<file path="src/rtl/awg_wave_reader.sv">
// Waveform BRAM read-side playback engine: walks [start..end] N times and streams samples out.
// Optional define AWG_RD_LAST_EN adds an m_last sideband that marks samples read from the end address.
module awg_wave_reader #(
    parameter int P_ADDR_WIDTH = 8,
    parameter int P_DATA_WIDTH = 32,
    parameter int P_LOOP_WIDTH = 16
) (
    input  logic                    clk,
    input  logic                    rst_n,
    input  logic                    start,
    input  logic                    stop,
    input  logic [P_ADDR_WIDTH-1:0] cfg_start_addr,
    input  logic [P_ADDR_WIDTH-1:0] cfg_end_addr,
    input  logic [P_LOOP_WIDTH-1:0] cfg_loop_cnt,
    output logic                    busy,
    output logic                    done,
    output logic [P_ADDR_WIDTH-1:0] bram_addr,
    input  logic [P_DATA_WIDTH-1:0] bram_dout,
    output logic                    m_valid,
    input  logic                    m_ready,
`ifdef AWG_RD_LAST_EN
    output logic                    m_last,
`endif
    output logic [P_DATA_WIDTH-1:0] m_data
);

`ifdef AWG_RD_LAST_EN
    localparam int FW = P_DATA_WIDTH + 1;
`else
    localparam int FW = P_DATA_WIDTH;
`endif

    typedef enum logic [1:0] {S_IDLE, S_RUN, S_DRAIN} state_t;

    state_t                  state_reg, state_next;
    logic [P_ADDR_WIDTH-1:0] start_addr_reg;
    logic [P_ADDR_WIDTH-1:0] end_addr_reg;
    logic [P_ADDR_WIDTH-1:0] bram_addr_reg;
    logic [P_LOOP_WIDTH-1:0] pass_cnt_reg;
    logic                    pend_reg;
`ifdef AWG_RD_LAST_EN
    logic                    pend_last_reg;
`endif
    logic [FW-1:0]           fifo_mem [4];
    logic [1:0]              wr_ptr_reg;
    logic [1:0]              rd_ptr_reg;
    logic [2:0]              fifo_cnt_reg;
    logic                    done_reg;

    logic          rd_issue;
    logic          at_end;
    logic          final_issue;
    logic          push;
    logic          pop;
    logic          drain_empty;
    logic          start_acc;
    logic [FW-1:0] head;
    logic [FW-1:0] push_word;

    assign head = fifo_mem[rd_ptr_reg];
    assign push = pend_reg;
    assign pop  = (fifo_cnt_reg != 3'd0) && m_ready;

    // Buffered plus in-flight samples never exceed the FIFO depth, so a push always has room.
    assign rd_issue    = (state_reg == S_RUN) && !stop &&
                         (({1'b0, fifo_cnt_reg} + {3'b000, pend_reg}) < 4'd4);
    assign at_end      = (bram_addr_reg == end_addr_reg);
    assign final_issue = rd_issue && at_end && (pass_cnt_reg == P_LOOP_WIDTH'(1));
    assign start_acc   = (state_reg == S_IDLE) && start;
    // Counts the pop happening on this edge so done follows the last transfer directly.
    assign drain_empty = !pend_reg &&
                         ((fifo_cnt_reg == 3'd0) || ((fifo_cnt_reg == 3'd1) && pop));

`ifdef AWG_RD_LAST_EN
    assign push_word = {pend_last_reg, bram_dout};
`else
    assign push_word = bram_dout;
`endif

    always_ff @(posedge clk or negedge rst_n) begin
        if (!rst_n) begin
            state_reg <= S_IDLE;
            done_reg  <= 1'b0;
        end else begin
            state_reg <= state_next;
            done_reg  <= (state_reg == S_DRAIN) && drain_empty;
        end
    end

    always_comb begin
        state_next = state_reg;
        case (state_reg)
            S_IDLE:  if (start) state_next = S_RUN;
            S_RUN:   if (stop || final_issue) state_next = S_DRAIN;
            S_DRAIN: if (drain_empty) state_next = S_IDLE;
            default: state_next = S_IDLE;
        endcase
    end

    always_comb begin
        busy      = (state_reg != S_IDLE);
        done      = done_reg;
        bram_addr = bram_addr_reg;
        m_valid   = (fifo_cnt_reg != 3'd0);
        m_data    = m_valid ? head[P_DATA_WIDTH-1:0] : '0;
`ifdef AWG_RD_LAST_EN
        m_last    = m_valid ? head[FW-1] : 1'b0;
`endif
    end

    always_ff @(posedge clk or negedge rst_n) begin
        if (!rst_n) begin
            start_addr_reg <= '0;
            end_addr_reg   <= '0;
            bram_addr_reg  <= '0;
            pass_cnt_reg   <= '0;
            pend_reg       <= 1'b0;
`ifdef AWG_RD_LAST_EN
            pend_last_reg  <= 1'b0;
`endif
            wr_ptr_reg     <= '0;
            rd_ptr_reg     <= '0;
            fifo_cnt_reg   <= '0;
        end else begin
            if (start_acc) begin
                start_addr_reg <= cfg_start_addr;
                end_addr_reg   <= cfg_end_addr;
                bram_addr_reg  <= cfg_start_addr;
                pass_cnt_reg   <= cfg_loop_cnt;
            end else if (rd_issue) begin
                if (at_end) begin
                    bram_addr_reg <= start_addr_reg;
                    // A count of zero means loop forever, so it must never wrap to all-ones.
                    if (pass_cnt_reg != '0) pass_cnt_reg <= pass_cnt_reg - 1'b1;
                end else begin
                    bram_addr_reg <= bram_addr_reg + 1'b1;
                end
            end
            pend_reg <= rd_issue;
`ifdef AWG_RD_LAST_EN
            pend_last_reg <= rd_issue && at_end;
`endif
            if (push) wr_ptr_reg <= wr_ptr_reg + 2'd1;
            if (pop)  rd_ptr_reg <= rd_ptr_reg + 2'd1;
            fifo_cnt_reg <= fifo_cnt_reg + {2'b00, push} - {2'b00, pop};
        end
    end

    always_ff @(posedge clk) begin
        if (push) fifo_mem[wr_ptr_reg] <= push_word;
    end

endmodule
</file>
<file path="config.mk">
export PLATFORM = sky130hd
export DESIGN_NAME = awg_wave_reader
export DESIGN_NICKNAME = d
export VERILOG_FILES = /design/src/rtl/awg_wave_reader.sv
export SDC_FILE = /design/constraint.sdc
export NUM_CORES = 1
export LEC_CHECK = 0
export BUFFER_PORTS_ARGS = -buffer_cell sky130_fd_sc_hd__buf_2
export CAP_MARGIN = 20
export CORE_ASPECT_RATIO = 0.75
export CORE_MARGIN = 5
export CORE_UTILIZATION = 50
export DETAILED_ROUTE_END_ITERATION = 8
export PLACE_DENSITY_LB_ADDON = 0.15
export SLEW_MARGIN = 20
export SYNTH_ARGS = -nofsm -noshare
export SYNTH_HDL_FRONTEND = slang
export SYNTH_SLANG_ARGS = --single-unit
</file>
<file path="constraint.sdc">
create_clock -name clk -period 3.4 [get_ports clk]
set_input_delay 0.68 -clock clk [delete_from_list [all_inputs] [get_ports clk]]
set_output_delay 0.68 -clock clk [all_outputs]
set_load 0.01 [all_outputs]
</file>
# Word-level counts from Yosys, hierarchy flattened
# Memory sizes are Yosys's and may differ from the RTL's.
# Cells that the tools add are included.
# word_totals
output_inout_bits,43
ramBits,128
mem_count,1
register_bits,51
inputBits,69
# mem_list
memory,words,width,read_ports,rd_ports_with_merged_regs,wr,line_no,source
fifo_mem,4,32,1,0,1,44,logic [FW-1:0] fifo_mem [4];
# op_classes
n_mux,14
reduce_logical,23
addsub,7
n_eq_ne,8
order_cmp,1
# op_table
cell,count
$mux 16,4
$mux 32,1
$mux 8,3
$eq 16x1->1 const B,1
$reduce_bool 16->1,1
$sub 16x1->16 const B,1
$logic_and 1x1->1,9
$add 8x1->8 const B,1
$eq 8x8->1,1
$reduce_bool 2->1,4
$mux 2,3
$pmux 2 s3,1
$reduce_and 3->1,2
$add 2x1->2 const B,2
$add 3x1->4,1
$lt 4x3->1 const B,1
$ne 2x2->1 const B,2
$add 3x1->3,1
$eq 3x1->1 const B,1
$logic_not 3->1,1
$reduce_bool 3->1,1
$sub 3x1->3,1
$eq 2x1->1 const B,1
$eq 2x2->1 const B,1
other kinds (5),8

# Depth between registers and ports, before layout
# logic_depth
depth_word,8
depth_mapped,8
mapped_depth_nobuf,7

# Least setup slack after synthesis
# No wires, ideal clock.
# synth_timing
path_kind,register to output
from,reg rd_ptr_reg[0]
to,out m_data[23]
required_ps,2720
setup_slack_ps,856
n_path_buf,2
arrival_time_ps,1864
path_stages_with_launch,5
cell_sequence,dfrtp_1 clkbuf_1 buf_1 mux4_2 and2_1
# synth_between
elab_chain_cells,2
# synth_rtl
item,line_no,source
"start, declared",46,logic [1:0] rd_ptr_reg;
"start signal, assigned",144,if (pop) rd_ptr_reg <= rd_ptr_reg + 2'd1;
$mem_v2 4x32,-,
$mux 32,105,m_data = m_valid ? head[P_DATA_WIDTH-1:0] : '0;
"end, declared",24,output logic [P_DATA_WIDTH-1:0] m_data
# Every way passes these cells.

# Final worst setup path
# layout_timing
from,reg rd_ptr_reg[1]
to,out m_data[7]
# Same word-level chain as after synthesis.

==> run summary <==
The run finished with clean final reports. The clock transition time at the flip-flop clock pins of the worst setup and hold paths works out to 0.07 ns. The prevailing post-synth register cell is edfxtp_1. Yosys mapped the design onto 47 distinct sky130hd cell types. For the hold violation count in the final report, the log shows 0. The post-synthesis sequential element count came out at 179. The region available for standard cell placement spans 15100 um^2. The run gives 259 as the number of violations reported at the end of detailed-routing iteration 0. After detailed routing, the number of remaining DRC violations is 0. The routed design has 14.8 mm of wire. Setup repair after global routing left no endpoint under its margin. In this run the critical register-to-register path is launched from bram_addr[0]. The number of nets with antenna violations after routing is 0.

The global router's overall resource usage was 0.171. Worst relative slew slack: 0.382. The sequential share of the synthesized area was 0.671; the layout cell share with drive strength beyond 1 was 0.303. The peak supply drop was 387 uV; the clock tree buffer depth was 2. The run gives 4497 as the number of global-route vias before repair. The run gives 0.43 ns as the latest clock arrival within the worst-skew pair. For flop-to-flop paths, the worst setup slack is 0.74 ns. Counting the buffers created by CTS gives 17. Mean number of vias per cell: 5.28. For the global route total overflow, the log shows 0.

The capturing element type of the critical path is an output pin. The run gives 0 as the number of setup violations in the final report. For the total setup buffers inserted after CTS, the log shows 0. The tools report the launching element type of the critical path as a flop. The wire-length estimate of the detail-placed layout is 9.37 mm. The timing startpoint of the critical path is rd_ptr_reg[1]. The final-layout fill cell count was 1185; the pin slew with the least headroom to its limit was 0.927 ns.

Buffers placed on the I/O ports in this run total 111. The clock sink total is 179, and the sum of negative setup slack is 0 ns. CTS placed an instance of clkbuf_16 at the clock tree root.

The first global-routing pass estimated 23.4 mm of wire. The height of the die is 117 um. The share of the cycle needed by the critical path after routing was 0.827; the overall die area was 17800 um^2. The clock period could shrink to 2.81 ns. Synthesis produced a netlist with a net count of 596. The library cells used most frequently in the layout, excluding fill and tap cells, are edfxtp_1, buf_2, nand2_1. Endpoint arrival time on the critical path: 2.13 ns. Max-cap violations in this run came to 0. The utilization after layout is 0.597, and the clock skew is 0.00703 ns.

Based on the critical path, the design can be clocked at up to 356 MHz. The number of buffer and inverter instances along the worst setup path was 1. Detailed routing inserted a total of 4455 vias.

For the effective utilization at floorplan, the log shows 0.506. By startpoint and endpoint, the worst setup path is classified as reg2out. At the end of the flow, the number of nets in the layout was 706.

For the worst setup path, the data required time is 2.72 ns. In this run, post-CTS hold repair placed 0 buffers. In this run the core area contains 39 standard-cell rows. The largest fanout on the critical path was 33; the maximum number of pins on one net before global-route repair was 36. The run gives 2 as the initial antenna violation count. TritonCTS built the clock tree. The post-detailed-route wirelength per cell works out to 17.5 um.

Grouping stages by cell kind, the critical path spends the most delay in flip-flops. 112 I/O pins were placed. The tools report the number of H-tree levels as 4. The tools report the static leakage as 0.00348 uW. Counting cells, the worst reg-to-reg path comes to 6.

Signed area change from the synthesized netlist to the final layout: 18.0%. The fraction of registers with async set or reset after synthesis is 0.285, and the placer congestion estimate is 0.779. The worst register-to-register path ends at pass_cnt_reg[7].

The run gives 0 as the number of pins with negative max-slew slack in the final report. The worst stage delay on the critical path was 0.94 ns. The signal on the critical path passes through mux4_2 -> and2_1 -> buf_2. The most common library cell in the layout ignoring fill and taps is edfxtp_1.

The cell area after technology mapping was 7630 um^2. The worst-path cell with the longest stage delay is dfrtp_2. Dividing total power by cell area gives a power density of 823 nW/um^2. From left edge to right edge, the die measures 153 um.

Averaged over all synthesized cells, the footprint is 14.8 um^2. After technology mapping, the gate count stands at 515. The number of gates given a new drive strength after cts was 0. The number of warnings printed during yosys synthesis is 0. For this run, the detailed router's first-pass iteration total came to 4. Number of enable-type register cells in the synthesized netlist: 128. The worst hold-check path type is in2async. The flip-flop count of the largest register after layout works out to 128.
[how the worst max path moves through the flow]
| stage | cells past startpoint | endpoint | slack (ns) |
|---|---|---|---|
| 2_1_floorplan | 4 | m_data[23] | 0.86 |
| 3_3_place_gp | 6 | pass_cnt_reg[6] | 0.89 |
| 3_5_place_dp | 6 | pass_cnt_reg[7] | 0.75 |
| 4_1_cts | 3 | m_data[7] | 0.53 |
| 5_1_grt | 3 | m_data[2] | 0.46 |
| 6_report | 3 | m_data[7] | 0.59 |
[synth_stat cells, types with 3 or more instances]
| cell | n | area, um^2 |
|---|---|---|
| a21oi_1 | 7 | 35.0 |
| a31oi_1 | 3 | 18.8 |
| and2_1 | 38 | 238 |
| and3_1 | 3 | 18.8 |
| buf_2 | 4 | 20.0 |
| clkbuf_1 | 19 | 71.3 |
| dfrtp_1 | 51 | 1280 |
| edfxtp_1 | 128 | 3840 |
| ha_1 | 11 | 138 |
| inv_1 | 12 | 45.0 |
| mux2i_1 | 3 | 30.0 |
| mux4_2 | 32 | 721 |
| nand2_1 | 75 | 282 |
| nand3_1 | 8 | 40.0 |
| nor2_1 | 15 | 56.3 |
| nor3_1 | 8 | 40.0 |
| nor4_1 | 6 | 37.5 |
| nor4b_1 | 3 | 26.3 |
| o211ai_1 | 3 | 22.5 |
| o21ai_0 | 25 | 125 |
| or3_1 | 5 | 31.3 |
| or4_1 | 3 | 22.5 |
| xnor2_1 | 15 | 131 |
| xor2_1 | 11 | 96.3 |
[metrics by stage]
step	hold slack [ns]	instances	cell area, um^2	setup WS [ns]	total power, uW
after CTS	0.357	842	8970	0.531	7490
final	0.331	844	9000	0.589	7410
after floorplan	0.384	515	7630	0.856	4710
after detailed placement	0.466	810	8370	0.754	5480
after global placement	0.460	810	8370	0.891	5420
after global routing	0.417	844	9000	0.463	7860
[metal layers]
metal  GRT usage  wire [um]  vias up
li1            -          -     2112
met1       0.229       6610     2220
met2       0.277       7220      107
met3      0.0467        773       14
met4      0.0552        176        2
met5           0         13        -
[power by group]
| group | internal, uW | switching (uW) |
|---|---|---|
| combinational | 1140 | 1170 |
| clock | 1160 | 819 |
| sequential | 2730 | 391 |
| total | 5030 | 2380 |
[cell families after synthesis]
logic type / Yosys count / synth area share
AOI/OAI and AO/OA: 46 / 0.0348
muxes: 37 / 0.101
adders and majority gates: 12 / 0.0207
and+or+nand+nor: 176 / 0.119
DFF: 179 / 0.671
xor gates and xnor gates: 27 / 0.0320
buffers and inverters: 38 / 0.0213
[cell type report]
class	instances	area [um^2]	share of cell area
antenna	1	2.50	0.000278
inverter	12	45.0	0.00500
timing repair buffer	117	621	0.0689
tap	205	256	0.0285
sequential	179	5120	0.569
multi-input combinational	298	2350	0.261
clock buffer	17	425	0.0473
clock inverter	15	180	0.0200
[worst register-to-register path, stage by stage, from the launching register on]
cell and delay, ns:
dfrtp_1 0.46, xor2_1 0.19, nor4_2 0.55, nand4_2 0.41, or2_1 0.43, or3_1 0.38, a31oi_1 0.16
Power figures use the tool's default switching activity.
